### src/rtl/ram_block_ctrl_pkg.sv
// ram_ctrl_pkg: constants shared by the block RAM controller.
//   - Fill state machine encoding (IDLE, FILL, DONE).
//   - Requester indices used for the read-grant and read-valid vectors.
package ram_ctrl_pkg;

  // Fill state machine encoding
  localparam logic [1:0] FILL_IDLE = 2'd0;
  localparam logic [1:0] FILL_FILL = 2'd1;
  localparam logic [1:0] FILL_DONE = 2'd2;

  // Requester indices into the read grant / valid vectors
  localparam int REQ_VIDEO = 0;
  localparam int REQ_CPU   = 1;

endpackage

### src/rtl/ram_block_ctrl_fill_fsm.sv
// ram_fill_fsm: walks the whole RAM address space once, writing a latched
// constant to every word.
// Ports:
//   clk, reset            system clock, async active-high reset
//   fill_start            1-cycle start pulse (only honoured while idle)
//   fill_value            fill word, captured on the accepted start
//   fill_busy, fill_done  status: busy during the sweep, done pulse after it
//   fill_idle             FSM is idle, so the CPU write path owns the RAM
//   fill_we, fill_addr,   write port request from the sweep
//   fill_data
module ram_fill_fsm
  import ram_ctrl_pkg::*;
#(
  parameter int DATA_WIDTH = 12,
  parameter int ADDR_WIDTH = 15
) (
  input  logic                  clk,
  input  logic                  reset,
  input  logic                  fill_start,
  input  logic [DATA_WIDTH-1:0] fill_value,
  output logic                  fill_busy,
  output logic                  fill_done,
  output logic                  fill_idle,
  output logic                  fill_we,
  output logic [ADDR_WIDTH-1:0] fill_addr,
  output logic [DATA_WIDTH-1:0] fill_data
);

  localparam logic [ADDR_WIDTH-1:0] ADDR_ZERO = {ADDR_WIDTH{1'b0}};
  localparam logic [ADDR_WIDTH-1:0] ADDR_ONE  = {{(ADDR_WIDTH-1){1'b0}}, 1'b1};
  localparam logic [ADDR_WIDTH-1:0] ADDR_LAST = {ADDR_WIDTH{1'b1}};

  logic [1:0]            state_r;
  logic [ADDR_WIDTH-1:0] addr_r;
  logic [DATA_WIDTH-1:0] value_r;
  logic                  busy_r;
  logic                  done_r;

  // Fill sequencing: start, one write per cycle, done pulse, back to idle
  always_ff @(posedge clk or posedge reset) begin
    if (reset) begin
      state_r <= FILL_IDLE;
      addr_r  <= ADDR_ZERO;
      value_r <= {DATA_WIDTH{1'b0}};
      busy_r  <= 1'b0;
      done_r  <= 1'b0;
    end else begin
      case (state_r)
        FILL_IDLE: begin
          done_r <= 1'b0;
          if (fill_start) begin
            state_r <= FILL_FILL;
            addr_r  <= ADDR_ZERO;
            value_r <= fill_value;
            busy_r  <= 1'b1;
          end else begin
            state_r <= FILL_IDLE;
          end
        end
        FILL_FILL: begin
          // Address sticks at the last word; it never wraps back to zero.
          if (addr_r == ADDR_LAST) begin
            state_r <= FILL_DONE;
            busy_r  <= 1'b0;
            done_r  <= 1'b1;
          end else begin
            addr_r <= addr_r + ADDR_ONE;
          end
        end
        FILL_DONE: begin
          state_r <= FILL_IDLE;
          done_r  <= 1'b0;
        end
        default: begin
          state_r <= FILL_IDLE;
          busy_r  <= 1'b0;
          done_r  <= 1'b0;
        end
      endcase
    end
  end

  assign fill_busy = busy_r;
  assign fill_done = done_r;
  assign fill_idle = (state_r == FILL_IDLE);
  assign fill_we   = (state_r == FILL_FILL);
  assign fill_addr = addr_r;
  assign fill_data = value_r;

endmodule

### src/rtl/ram_block_ctrl.sv
// ram_block_ctrl: arbiter/sequencer in front of a simple-dual-port block RAM
// with a registered (1-cycle) read port.
// Ports:
//   clk, reset                   system clock, async active-high reset
//   r0_* (video), r1_* (CPU)     read requesters: req/addr in, gnt/rvalid/rdata out
//   w_req, w_addr, w_data, w_gnt CPU write port
//   fill_start, fill_value,      whole-RAM fill engine control and status
//   fill_busy, fill_done
//   ram_read_addr, ram_write_addr, ram_data, ram_we, ram_q   RAM connection
module ram_block_ctrl
  import ram_ctrl_pkg::*;
#(
  parameter int DATA_WIDTH   = 12,
  parameter int ADDR_WIDTH   = 15,
  parameter int STARVE_LIMIT = 8
) (
  input  logic                  clk,
  input  logic                  reset,
  input  logic                  r0_req,
  input  logic [ADDR_WIDTH-1:0] r0_addr,
  output logic                  r0_gnt,
  output logic                  r0_rvalid,
  output logic [DATA_WIDTH-1:0] r0_rdata,
  input  logic                  r1_req,
  input  logic [ADDR_WIDTH-1:0] r1_addr,
  output logic                  r1_gnt,
  output logic                  r1_rvalid,
  output logic [DATA_WIDTH-1:0] r1_rdata,
  input  logic                  w_req,
  input  logic [ADDR_WIDTH-1:0] w_addr,
  input  logic [DATA_WIDTH-1:0] w_data,
  output logic                  w_gnt,
  input  logic                  fill_start,
  input  logic [DATA_WIDTH-1:0] fill_value,
  output logic                  fill_busy,
  output logic                  fill_done,
  output logic [ADDR_WIDTH-1:0] ram_read_addr,
  output logic [ADDR_WIDTH-1:0] ram_write_addr,
  output logic [DATA_WIDTH-1:0] ram_data,
  output logic                  ram_we,
  input  logic [DATA_WIDTH-1:0] ram_q
);

  localparam logic [7:0] STARVE_MAX = 8'(STARVE_LIMIT);

  logic [7:0]            starve_cnt_r;
  logic                  force1_s;
  logic [1:0]            rd_gnt_s;
  logic [1:0]            rvalid_r;
  logic                  fill_idle_s;
  logic                  fill_we_s;
  logic [ADDR_WIDTH-1:0] fill_addr_s;
  logic [DATA_WIDTH-1:0] fill_data_s;

  ram_fill_fsm #(
    .DATA_WIDTH(DATA_WIDTH),
    .ADDR_WIDTH(ADDR_WIDTH)
  ) u_fill (
    .clk        (clk),
    .reset      (reset),
    .fill_start (fill_start),
    .fill_value (fill_value),
    .fill_busy  (fill_busy),
    .fill_done  (fill_done),
    .fill_idle  (fill_idle_s),
    .fill_we    (fill_we_s),
    .fill_addr  (fill_addr_s),
    .fill_data  (fill_data_s)
  );

  // Read arbitration: video has strict priority unless the CPU has starved
  always_comb begin
    force1_s = (starve_cnt_r == STARVE_MAX);
    rd_gnt_s = 2'b00;
    if (reset) begin
      rd_gnt_s = 2'b00;
    end else begin
      rd_gnt_s[REQ_VIDEO] = r0_req & ~force1_s;
      rd_gnt_s[REQ_CPU]   = r1_req & (~r0_req | force1_s);
    end
    if (rd_gnt_s[REQ_CPU]) begin
      ram_read_addr = r1_addr;
    end else begin
      ram_read_addr = r0_addr;
    end
  end

  // Starvation counter: consecutive cycles the CPU reader waited, saturating
  always_ff @(posedge clk or posedge reset) begin
    if (reset) begin
      starve_cnt_r <= 8'd0;
    end else if (r1_req & ~rd_gnt_s[REQ_CPU]) begin
      if (starve_cnt_r != STARVE_MAX) begin
        starve_cnt_r <= starve_cnt_r + 8'd1;
      end else begin
        starve_cnt_r <= starve_cnt_r;
      end
    end else begin
      starve_cnt_r <= 8'd0;
    end
  end

  // Read-valid pipeline matching the RAM's one-cycle read latency
  always_ff @(posedge clk or posedge reset) begin
    if (reset) begin
      rvalid_r <= 2'b00;
    end else begin
      rvalid_r <= rd_gnt_s;
    end
  end

  // Write port mux: fill sweep owns the port while active, CPU only when idle
  always_comb begin
    ram_we         = 1'b0;
    w_gnt          = 1'b0;
    ram_write_addr = w_addr;
    ram_data       = w_data;
    if (reset) begin
      ram_we = 1'b0;
      w_gnt  = 1'b0;
    end else if (fill_we_s) begin
      ram_we         = 1'b1;
      ram_write_addr = fill_addr_s;
      ram_data       = fill_data_s;
    end else if (fill_idle_s) begin
      ram_we = w_req;
      w_gnt  = w_req;
    end else begin
      // Done cycle: the port rests for one cycle before CPU writes resume.
      ram_we = 1'b0;
      w_gnt  = 1'b0;
    end
  end

  assign r0_gnt    = rd_gnt_s[REQ_VIDEO];
  assign r1_gnt    = rd_gnt_s[REQ_CPU];
  assign r0_rvalid = rvalid_r[REQ_VIDEO];
  assign r1_rvalid = rvalid_r[REQ_CPU];
  // Read data is shared; each requester qualifies it with its own rvalid.
  assign r0_rdata  = ram_q;
  assign r1_rdata  = ram_q;

endmodule

### config.mk
export PLATFORM = sky130hd
export DESIGN_NAME = ram_block_ctrl
export DESIGN_NICKNAME = d
export VERILOG_FILES = /design/src/rtl/ram_block_ctrl_pkg.sv /design/src/rtl/ram_block_ctrl_fill_fsm.sv /design/src/rtl/ram_block_ctrl.sv
export SDC_FILE = /design/constraint.sdc
export NUM_CORES = 1
export LEC_CHECK = 0
export CORE_MARGIN = 5
export CORE_UTILIZATION = 43
export DETAILED_ROUTE_END_ITERATION = 10
export GPL_TIMING_DRIVEN = 0
export HOLD_SLACK_MARGIN = 0.08
export MAX_ROUTING_LAYER = met4
export PLACE_DENSITY = 0.89
export SYNTH_ARGS = -nofsm -noshare
export SYNTH_HDL_FRONTEND = slang
export SYNTH_HIERARCHICAL = 1
export SYNTH_SLANG_ARGS = --single-unit
export TNS_END_PERCENT = 20
### constraint.sdc
create_clock -name clk -period 4.6 [get_ports clk]
set_clock_uncertainty 0.1 [all_clocks]
set_input_delay 1.38 -clock clk [delete_from_list [all_inputs] [get_ports clk]]
set_output_delay 1.38 -clock clk [all_outputs]
set_load 0.05 [all_outputs]
==> metrics.txt, run 1 <==
Gate Count Post-Synth 344; largest net degree at the start of global routing 31; pwr dens 298 nW/um^2; initial antenna violation count 0; maximum ir drop on the vdd rail 226 uV; DRT Wirelength 9.89 mm; count of boundary I/O pins 161; share of the yosys chip area belonging to registers 32.8%; Horiz. Die Dim 94.3 um; CTS root buffer sky130_fd_sc_hd__clkbuf_8; unrepaired setup endpoints after global routing no; GRT Total Usage 22.2%; final standard cell utilization of the core 67.8%; CP Launch Type primary input; summed instance area of the synthesized netlist 3050 sq um; Post-Place Cells 587; number of global-route vias before repair 3,322; portion of total power attributed to the clock network 21.3%; number of setup violations in the final report 0; Hold Fails Final Rpt 0; critical path required time 3.12 ns; stage delay of the slowest cell on the critical path 0.43 ns; crit path max fanout 10; arrival time worst endpoint 3.03 ns; relative contribution of sequential cells to total power 33.6%; Mean Syn Cell Area 8.87 sq um; number of placement rows 30; fraction of final layout cells with drive strength greater than 1 25.9%; sum of overflow across all layers after global routing 0; CTS H-Tree Depth 2; total of flip-flops plus latches after synthesis 40; DIE AREA 8880 sq um; WL/cell 16.6 um; number of design rule violations left after detail routing 0; cell area after placement 4640 sq um; drt first-iter violations 169; fill cell count 574; first-pass GRT wire length 15.6 mm; net total in the final layout 588; IO buf count 147; hold path startpoint u_fill/fill_data[7]; antenna diode count 0; net switching fraction of the power 42.2%; startpoint of the most critical register-to-register path u_fill/fill_addr[0]; Relative slew margins 21.5%; MaxCap Viol Count 0; count of vias placed by the detailed router 3,275; endpoint kind of the worst setup timing path primary output; final non-filler cell total 595; Synth warnings 6; TritonCTS clock tree built; grt met2 use 37.9%; number of sinks on the clock net 40; outcome completed; max frequency 0.222 GHz; Critical Path, Cell by Cell clkdlybuf4s50_1 > inv_1 > clkbuf_1 > o21ai_0 > o211ai_1 > clkdlybuf4s18_2; Final GP Congestion 0.888; cells taking the most area after synthesis sky130_fd_sc_hd__dfrtp_1 (33%), sky130_fd_sc_hd__mux2_2 (10%), sky130_fd_sc_hd__nand2_1 (7.7%), sky130_fd_sc_hd__buf_4 (6.6%), sky130_fd_sc_hd__o211ai_1 (5.2%); clk_lat worst skew 0.30 ns; share of flip-flops with an asynchronous set or reset after synthesis 100%; internal power 0.802 mW; final-report max-slew violation count 0; Worst Max-Slew Pin Slew 1.18 ns; number of nets with antenna violations after detailed routing 0; shortest period the worst path allows 4.51 ns; area added between synthesis and finish 52.5%; Synth top area share 32.8%; leakage power 2.04 nW; maximum count of clock buffers along a single path 2; post-synthesis net count 434; crit path max-delay cell type sky130_fd_sc_hd__clkdlybuf4s50_1; combinational share of power 45.2%; number of optimization iterations in the first detailed-route pass 5; Die Y-Extent 94.3 um; Yosys top cell by area sky130_fd_sc_hd__dfrtp_1; Final HPWL DP 7.66 mm; routed via count divided by cell count 5.50; global-route track usage on met1 26.7%; met3 Track Usage GR 4.97%; initial cell density of the core 44.4%; Top FF cell, synth sky130_fd_sc_hd__dfrtp_1; Std-Cell Core Area 6870 sq um; most common library cell in the layout ignoring fill and taps sky130_fd_sc_hd__clkdlybuf4s50_1; count of flip-flops with a built-in enable after synthesis 0; category of the most critical setup path primary input to primary output; total power of the final layout 1.39 mW; Non-Filler Cell Area, Final 4650 sq um; switching component of the power 0.586 mW; count of different cell masters after synthesis 57; post-CTS clock slew at the launch and capture registers of the worst setup and hold paths 0.08 ns; Worst setup startpoint r1_req; grt peak-use layer met2; most frequent cells in the layout sky130_fd_sc_hd__clkdlybuf4s50_1 (100), sky130_fd_sc_hd__nand2_1 (63), sky130_fd_sc_hd__dfrtp_1 (40); number of hold buffers added after cts 0; Hold/Removal Path Class register to register; fin crit share 98.0%; number of buffers inserted during clock tree synthesis 5
cells in the mapped netlist (4+ instances only):
cell                       number
sky130_fd_sc_hd__a21oi_1        4
sky130_fd_sc_hd__a221oi_1       5
sky130_fd_sc_hd__buf_2          8
sky130_fd_sc_hd__buf_4         27
sky130_fd_sc_hd__clkbuf_1      10
sky130_fd_sc_hd__dfrtp_1       40
sky130_fd_sc_hd__inv_1         11
sky130_fd_sc_hd__mux2_2        27
sky130_fd_sc_hd__nand2_1       63
sky130_fd_sc_hd__nand3_1       15
sky130_fd_sc_hd__nor2_1         7
sky130_fd_sc_hd__nor3_1         5
sky130_fd_sc_hd__nor3b_1        4
sky130_fd_sc_hd__o211ai_1      21
sky130_fd_sc_hd__o211ai_2      10
sky130_fd_sc_hd__o21ai_0       27
sky130_fd_sc_hd__o31ai_1        4
sky130_fd_sc_hd__or3_1          4
cell families after synthesis:
logic type               share of synthesized area, %
flip-flops                                       32.8
XOR/XNOR                                        0.861
adder cells (fa/ha/maj)                          1.23
multiplexers                                     10.3
AND/OR/NAND/NOR                                  20.1
AO/OA/AOI/OAI                                    23.4
buffers and inverters                            11.3
registers in the layout (all words and copies together), names as in the netlist:
signal	cells
u_fill/fill_busy	1
u_fill/fill_addr	15
rvalid_r	2
u_fill/fill_data	12
u_fill/state_r	2
starve_cnt_r	8
through the flow:
stage | setup slack, ns | hold WS, ns | setup TNS (ns)
CTS | -0.228 | 0.382 | -5.24
global placement | -0.686 | 0.352 | -22.87
detailed placement | -0.680 | 0.361 | -22.89
global route | 0.000491 | 0.406 | 0
finish | 0.0917 | 0.383 | 0
floorplan | 0.0584 | 0.340 | 0
worst max-delay path: cells and delay by family:
family	cells	cell delay, ns
AO/OA/AOI/OAI	2	0.25
buffers and inverters	4	1.38
layer usage:
layer / vias up / share of wire, %
met2: 173 / 48
met3: 10 / 9.5
met4: 0 / 1.1
met1: 1550 / 41
met5: - / 0
li1: 1542 / -
cell type report:
type / instances / area, sq um / area share, %
inverter: 13 / 53.8 / 1.16
clock buffer: 5 / 68.8 / 1.48
clock inverter: 3 / 47.5 / 1.02
timing repair buffer: 147 / 1340 / 28.8
buffer: 46 / 303 / 6.51
sequential: 40 / 1000 / 21.5
multi-input combinational: 245 / 1720 / 36.9
tap: 96 / 120 / 2.58
power by group through the flow:
stage	logic, mW	clock network, mW	registers [mW]
2_1_floorplan	0.446	0	0.456
3_3_place_gp	0.652	0	0.470
3_5_place_dp	0.667	0	0.472
4_1_cts	0.638	0.299	0.465
5_1_grt	0.666	0.313	0.474
6_report	0.627	0.295	0.466
worst paths after layout:
path / to / slack, ns / cells after the start
max in group asynchronous: u_fill/fill_addr[5] / 2.24 / 2
max: ram_read_addr[13] / 0.09 / 6
min reg2reg: u_fill/fill_data[7] / 0.38 / 2
min in group asynchronous: rvalid_r[1] / 1.10 / 2
max reg2reg: u_fill/fill_addr[10] / 2.39 / 5
min: u_fill/fill_data[7] / 0.38 / 2
timing repair:
action                                  CTS  global route
endpoints found under the setup margin   46            46
buffers inserted                          0             0
gates resized for setup                  79            54
pin swaps                                 0             0
No activity file was read; power rests on OpenSTA's default activity.
==> inputs of run 2 (changes only) <==
--- a/config.mk
+++ b/config.mk
@@ -12,6 +12,7 @@
 export HOLD_SLACK_MARGIN = 0.08
 export MAX_ROUTING_LAYER = met4
 export PLACE_DENSITY = 0.89
+export SETUP_SLACK_MARGIN = 0.1
 export SYNTH_ARGS = -nofsm -noshare
 export SYNTH_HDL_FRONTEND = slang
 export SYNTH_HIERARCHICAL = 1
==> metrics.txt, run 2 (synthesis results as in run 1) <==
outcome completed; CTS H-Tree Depth 2 (unchanged); maximum ir drop on the vdd rail 254 uV (+12%); maximum count of clock buffers along a single path 2 (unchanged); number of placement rows 30 (unchanged); antenna diode count 0 (unchanged); max FFs per register 15 (unchanged); arrival time worst endpoint 2.96 ns (-0.07 ns); setup TNS 0 ns (unchanged); portion of total power attributed to the clock network 23.5% (+2.2 points); relative contribution of sequential cells to total power 32.7% (-0.9 points); final-report max-slew violation count 0 (unchanged); Hold/Removal Path Class register to register; category of the most critical setup path primary input to primary output; sum of overflow across all layers after global routing 0 (unchanged); shortest period the worst path allows 4.44 ns (-0.0645 ns); number of global-route vias before repair 3,311 (-0.33%); crit path max-delay cell type sky130_fd_sc_hd__clkbuf_1; Critical Path, Cell by Cell clkbuf_1 > clkbuf_1 > o211ai_2 > o211ai_1 > clkdlybuf4s15_2; drt first-iter violations 210 (+24%); fraction of final layout cells with drive strength greater than 1 26.3% (+0.45 points); net switching fraction of the power 40.5% (-1.7 points); DRT Wirelength 9.94 mm (+0.59%); net total in the final layout 588 (unchanged); largest net degree at the start of global routing 31 (unchanged); DIE AREA 8880 sq um (unchanged); number of nets with antenna violations after detailed routing 0 (unchanged); CP Launch Type primary input; post-placement setup slack -0.698 ns (-0.0179 ns); number of setup violations in the final report 0 (unchanged); count of boundary I/O pins 161 (unchanged); unrepaired setup endpoints after global routing yes; clk_lat worst skew 0.29 ns (about the same); TritonCTS clock tree built; leakage power 2.05 nW (+0.11%); number of sinks on the clock net 40 (unchanged); area added between synthesis and finish 52.1%; fin crit share 96.6% (-1.4 points); most frequent cells in the layout sky130_fd_sc_hd__clkdlybuf4s50_1 (100), sky130_fd_sc_hd__nand2_1 (63), sky130_fd_sc_hd__dfrtp_1 (40); Hold Fails Final Rpt 0 (unchanged); endpoint kind of the worst setup timing path primary output; combinational share of power 43.9% (-1.3 points); stage delay of the slowest cell on the critical path 0.56 ns (+0.13 ns); post-CTS clock slew at the launch and capture registers of the worst setup and hold paths 0.08 ns (about the same); Worst Max-Slew Pin Slew 1.15 ns (-0.0245 ns); Std-Cell Core Area 6870 sq um (unchanged); IO buf count 147 (unchanged); Relative slew margins 23.1% (+1.6 points); number of design rule violations left after detail routing 0 (unchanged); final setup slack of the worst path 0.156 ns (+0.0645 ns); Final GP Congestion 0.897 (+1.0%); kind of cell adding the most delay to the critical path buffers and inverters; initial cell density of the core 44.4% (unchanged); routed via count divided by cell count 5.58 (+1.5%); cell area after placement 4650 sq um (+0.11%); number of buffers inserted during clock tree synthesis 5 (unchanged); first-pass GRT wire length 15.5 mm (-1.1%); Die Y-Extent 94.3 um (unchanged); Final HPWL DP 7.63 mm (-0.40%); number of optimization iterations in the first detailed-route pass 5 (unchanged); Non-Filler Cell Area, Final 4640 sq um (-0.22%); final worst hold slack 0.385 ns (+0.00271 ns); initial antenna violation count 0 (unchanged); max frequency 0.225 GHz (+1.5%); count of vias placed by the detailed router 3,317 (+1.3%); final standard cell utilization of the core 67.6% (-0.15 points); pwr dens 308 nW/um^2 (+3.4%); switching component of the power 0.580 mW (-0.99%); GRT Total Usage 22.1% (-0.12 points); most used cell along the critical path sky130_fd_sc_hd__clkbuf_1; WL/cell 16.7 um (+0.76%); critical path required time 3.12 ns (about the same); MaxCap Viol Count 0 (unchanged); internal power 0.851 mW (+6.2%); most common library cell in the layout ignoring fill and taps sky130_fd_sc_hd__clkdlybuf4s50_1; crit path max fanout 10 (unchanged); Horiz. Die Dim 94.3 um (unchanged); Buf/Inv on CP 3 (-1); CTS root buffer sky130_fd_sc_hd__clkbuf_8
==> run 2: changes by cell type in the layout (fill, tap and decap cells not counted), moves of 2 or more <==
| cell | before | now |
|---|---|---|
| sky130_fd_sc_hd__clkbuf_2 | 24 | 6 |
| sky130_fd_sc_hd__clkbuf_1 | 7 | 5 |
| sky130_fd_sc_hd__clkinv_4 | 2 | 0 |
| sky130_fd_sc_hd__clkdlybuf4s15_2 | 7 | 3 |
| sky130_fd_sc_hd__buf_2 | 9 | 34 |
==> run 2: metal layers <==
metal  global-route usage, %  part of all wire [%]
met1                    26.3                    41
met3                    4.57                   8.9
met2                    38.5                    49
met4                    4.81                  0.87
met5                       -                     0
==> run 2: final cells by class <==
type                            count  area [sq um]
Fill cell                         571          2220
Clock inverter                      2          60.1
Inverter                           13          53.8
Timing Repair Buffer              147          1310
Tap cell                           96           120
Multi-Input combinational cell    245          1720
Clock buffer                        5          68.8
Buffer                             46           305
Sequential cell                    40          1000
==> run 2: power groups by stage <==
stage	combinational, mW	sequential, mW	clock, mW
3_3_place_gp	0.651	0.469	0
4_1_cts	0.628	0.467	0.342
3_5_place_dp	0.667	0.473	0
6_report	0.628	0.467	0.336
2_1_floorplan	0.447	0.456	0
5_1_grt	0.669	0.477	0.357
==> run 2: timing repair <==
| action | CTS | global route |
|---|---|---|
| pin swaps | 0 | 0 |
| setup endpoints to repair | 46 | 46 |
| gates resized for setup | 176 | 9 |
| endpoints found under the hold margin | 0 | 0 |
| buffers inserted | 0 | 0 |
| hold buffers | 0 | 0 |
==> run 2: worst paths after layout <==
kind	startpoint	endpoint	slack, ns	depth (start not counted)
max reg2reg	u_fill/fill_addr[0]	u_fill/fill_addr[10]	2.35	5
min	u_fill/fill_data[8]	u_fill/fill_data[8]	0.39	2
min in group asynchronous	reset	starve_cnt_r[7]	1.13	2
max in group asynchronous	reset	u_fill/fill_addr[5]	2.26	2
min reg2reg	u_fill/fill_data[8]	u_fill/fill_data[8]	0.39	2
max	r0_req	ram_read_addr[5]	0.16	5
==> run 2: per-stage QoR <==
| stage | std cells | power (mW) |
|---|---|---|
| CTS | 594 | 1.44 |
| finish | 594 | 1.43 |
| detailed placement | 587 | 1.14 |
| floorplan | 344 | 0.902 |
| global route | 594 | 1.50 |
| global placement | 587 | 1.12 |
==> run 2: worst reg2reg max path, stage by stage (launching register included) <==
cell                      delay, ns
sky130_fd_sc_hd__dfrtp_1       0.48
sky130_fd_sc_hd__ha_1          0.30
sky130_fd_sc_hd__nand4_4       0.21
sky130_fd_sc_hd__nor4_1        0.65
sky130_fd_sc_hd__or4_1         0.24
sky130_fd_sc_hd__mux2i_1       0.20
==> inputs of run 3 (changes only) <==
--- a/config.mk
+++ b/config.mk
@@ -5,6 +5,7 @@
 export SDC_FILE = /design/constraint.sdc
 export NUM_CORES = 1
 export LEC_CHECK = 0
+export CAP_MARGIN = 20
 export CORE_MARGIN = 5
 export CORE_UTILIZATION = 43
 export DETAILED_ROUTE_END_ITERATION = 10
==> metrics.txt, run 3 (synthesis results as in run 1) <==
Final HPWL DP 7.70 mm (+0.93%); drt first-iter violations 229 (+9.0%); fin crit share 96.8% (+0.20 points); initial antenna violation count 0 (unchanged); GRT Total Usage 22.0% (-0.11 points); Final GP Congestion 0.897 (unchanged); crit path max-delay cell type sky130_fd_sc_hd__clkdlybuf4s50_1; final non-filler cell total 595 (+0.17%); Critical Path, Cell by Cell clkdlybuf4s50_1 > inv_1 > clkbuf_1 > o21ai_0 > o211ai_1 > clkdlybuf4s15_2; combinational share of power 43.9% (about the same); number of setup violations in the final report 0 (unchanged); MaxCap Viol Count 0 (unchanged); antenna diode count 0 (unchanged); shortest period the worst path allows 4.45 ns (+0.00922 ns); CTS root buffer sky130_fd_sc_hd__clkbuf_8; Die Y-Extent 94.3 um (unchanged); Relative slew margins 55.4% (+32 points); Post-CTS Setup Repair Bufs 0 (unchanged); number of design rule violations left after detail routing 0 (unchanged); internal power 0.855 mW (+0.46%); grt peak-use layer met2; arrival time worst endpoint 2.97 ns (about the same); post-placement setup slack -0.712 ns (-0.0144 ns); maximum ir drop on the vdd rail 209 uV (-17%); WL/cell 16.5 um (-1.2%); number of optimization iterations in the first detailed-route pass 4 (-1); DRT Wirelength 9.84 mm (-1.0%); Post-Place Cells 588 (+0.17%); area added between synthesis and finish 53.4%; sum of overflow across all layers after global routing 0 (unchanged); largest net degree at the start of global routing 19 (-39%); Hold Fails Final Rpt 0 (unchanged); maximum count of clock buffers along a single path 2 (unchanged); count of vias placed by the detailed router 3,305 (-0.36%); leakage power 2.05 nW (about the same); number of sinks on the clock net 40 (unchanged); routed via count divided by cell count 5.55 (-0.53%); number of nets with antenna violations after detailed routing 0 (unchanged); count of boundary I/O pins 161 (unchanged); total power of the final layout 1.44 mW (+0.28%); category of the most critical setup path primary input to primary output; crit path max fanout 10 (unchanged); TritonCTS clock tree built; net switching fraction of the power 40.4% (-0.11 points); number of hold buffers added after cts 0 (unchanged); number of placement rows 30 (unchanged); IO buf count 147 (unchanged); met3 Track Usage GR 4.49% (-0.080 points); most frequent cells in the layout sky130_fd_sc_hd__clkdlybuf4s50_1 (100), sky130_fd_sc_hd__nand2_1 (63), sky130_fd_sc_hd__dfrtp_1 (40); post-CTS clock slew at the launch and capture registers of the worst setup and hold paths 0.07 ns (about the same); final setup slack of the worst path 0.147 ns (-0.00922 ns); DIE AREA 8880 sq um (unchanged); fraction of final layout cells with drive strength greater than 1 26.3% (-0.053 points); global-route track usage on met1 26.7% (+0.39 points); max FFs per register 15 (unchanged); max frequency 0.225 GHz (-0.21%); Worst Max-Slew Pin Slew 0.669 ns (-0.483 ns); switching component of the power 0.580 mW (about the same); Hold/Removal Path Class register to register; CP Launch Type primary input; fill cell count 566 (-0.88%); unrepaired setup endpoints after global routing yes; number of global-route vias before repair 3,268 (-1.3%); net total in the final layout 589 (+0.17%); endpoint kind of the worst setup timing path primary output; most common library cell in the layout ignoring fill and taps sky130_fd_sc_hd__clkdlybuf4s50_1; pwr dens 306 nW/um^2 (-0.55%); first-pass GRT wire length 15.4 mm (-0.85%); number of buffers inserted during clock tree synthesis 5 (unchanged); stage delay of the slowest cell on the critical path 0.44 ns (-0.12 ns); Std-Cell Core Area 6870 sq um (unchanged); critical path required time 3.12 ns (about the same); CTS H-Tree Depth 2 (unchanged); setup TNS 0 ns (unchanged); relative contribution of sequential cells to total power 32.6% (about the same); Non-Filler Cell Area, Final 4680 sq um (+0.84%); cell area after placement 4680 sq um (+0.59%); clk_lat worst skew 0.30 ns (about the same); Horiz. Die Dim 94.3 um (unchanged); initial cell density of the core 44.4% (unchanged); grt met2 use 37.6% (-0.95 points); outcome completed; portion of total power attributed to the clock network 23.5% (about the same); final-report max-slew violation count 0 (unchanged)
[run 3: metal layers]
metal | share of wire (%) | up-vias
li1 | - | 1544
met1 | 40 | 1563
met2 | 49 | 185
met3 | 9.5 | 13
met4 | 1.0 | 0
met5 | 0 | -
[run 3: cell type report]
class / instances / area (sq um) / area share (%)
plain buffers: 46 / 303 / 6.47
clock buffers: 5 / 68.8 / 1.47
clock inverters: 2 / 60.1 / 1.28
inverters: 13 / 53.8 / 1.15
multi-input cells: 245 / 1720 / 36.8
flip-flops and latches: 40 / 1000 / 21.4
well taps: 96 / 120 / 2.56
repair buffers: 148 / 1350 / 28.9
[run 3: worst paths after layout]
check,slack (ns),from,endpoint,depth (start not counted)
min in group asynchronous,1.24,reset,starve_cnt_r[0],2
worst min register to register,0.39,u_fill/fill_data[1],u_fill/fill_data[1],2
max in group asynchronous,2.59,reset,u_fill/state_r[1],3
worst max-delay path,0.15,r1_req,ram_read_addr[2],6
worst min-delay path,0.39,u_fill/fill_data[1],u_fill/fill_data[1],2
worst max register to register,2.35,u_fill/fill_addr[0],u_fill/fill_addr[10],5
[run 3: power groups by stage]
stage          logic (mW)  clock network (mW)  registers [mW]
4_1_cts             0.632               0.344           0.468
3_3_place_gp        0.651                   0           0.469
3_5_place_dp        0.670                   0           0.473
5_1_grt             0.672               0.358           0.475
2_1_floorplan       0.447                   0           0.456
6_report            0.631               0.337           0.468
[run 3: critical path: cells and delay by family]
| family | cells | cell delay [ns] |
|---|---|---|
| AO/OA/AOI/OAI | 2 | 0.25 |
| buffers and inverters | 4 | 1.35 |
[run 3: stage by stage]
| stage | utilization [%] | hold WS [ns] |
|---|---|---|
| after detailed placement | 68.1 | 0.361 |
| final | 68.2 | 0.385 |
| after global routing | 68.2 | 0.434 |
| after floorplan | - | 0.340 |
| after global placement | 67.7 | 0.359 |
| after CTS | 68.0 | 0.384 |
[run 3: repair_timing]
action | CTS | global route
resized for setup | 188 | 3
pin swaps | 0 | 0
endpoints found under the setup margin | 46 | 12
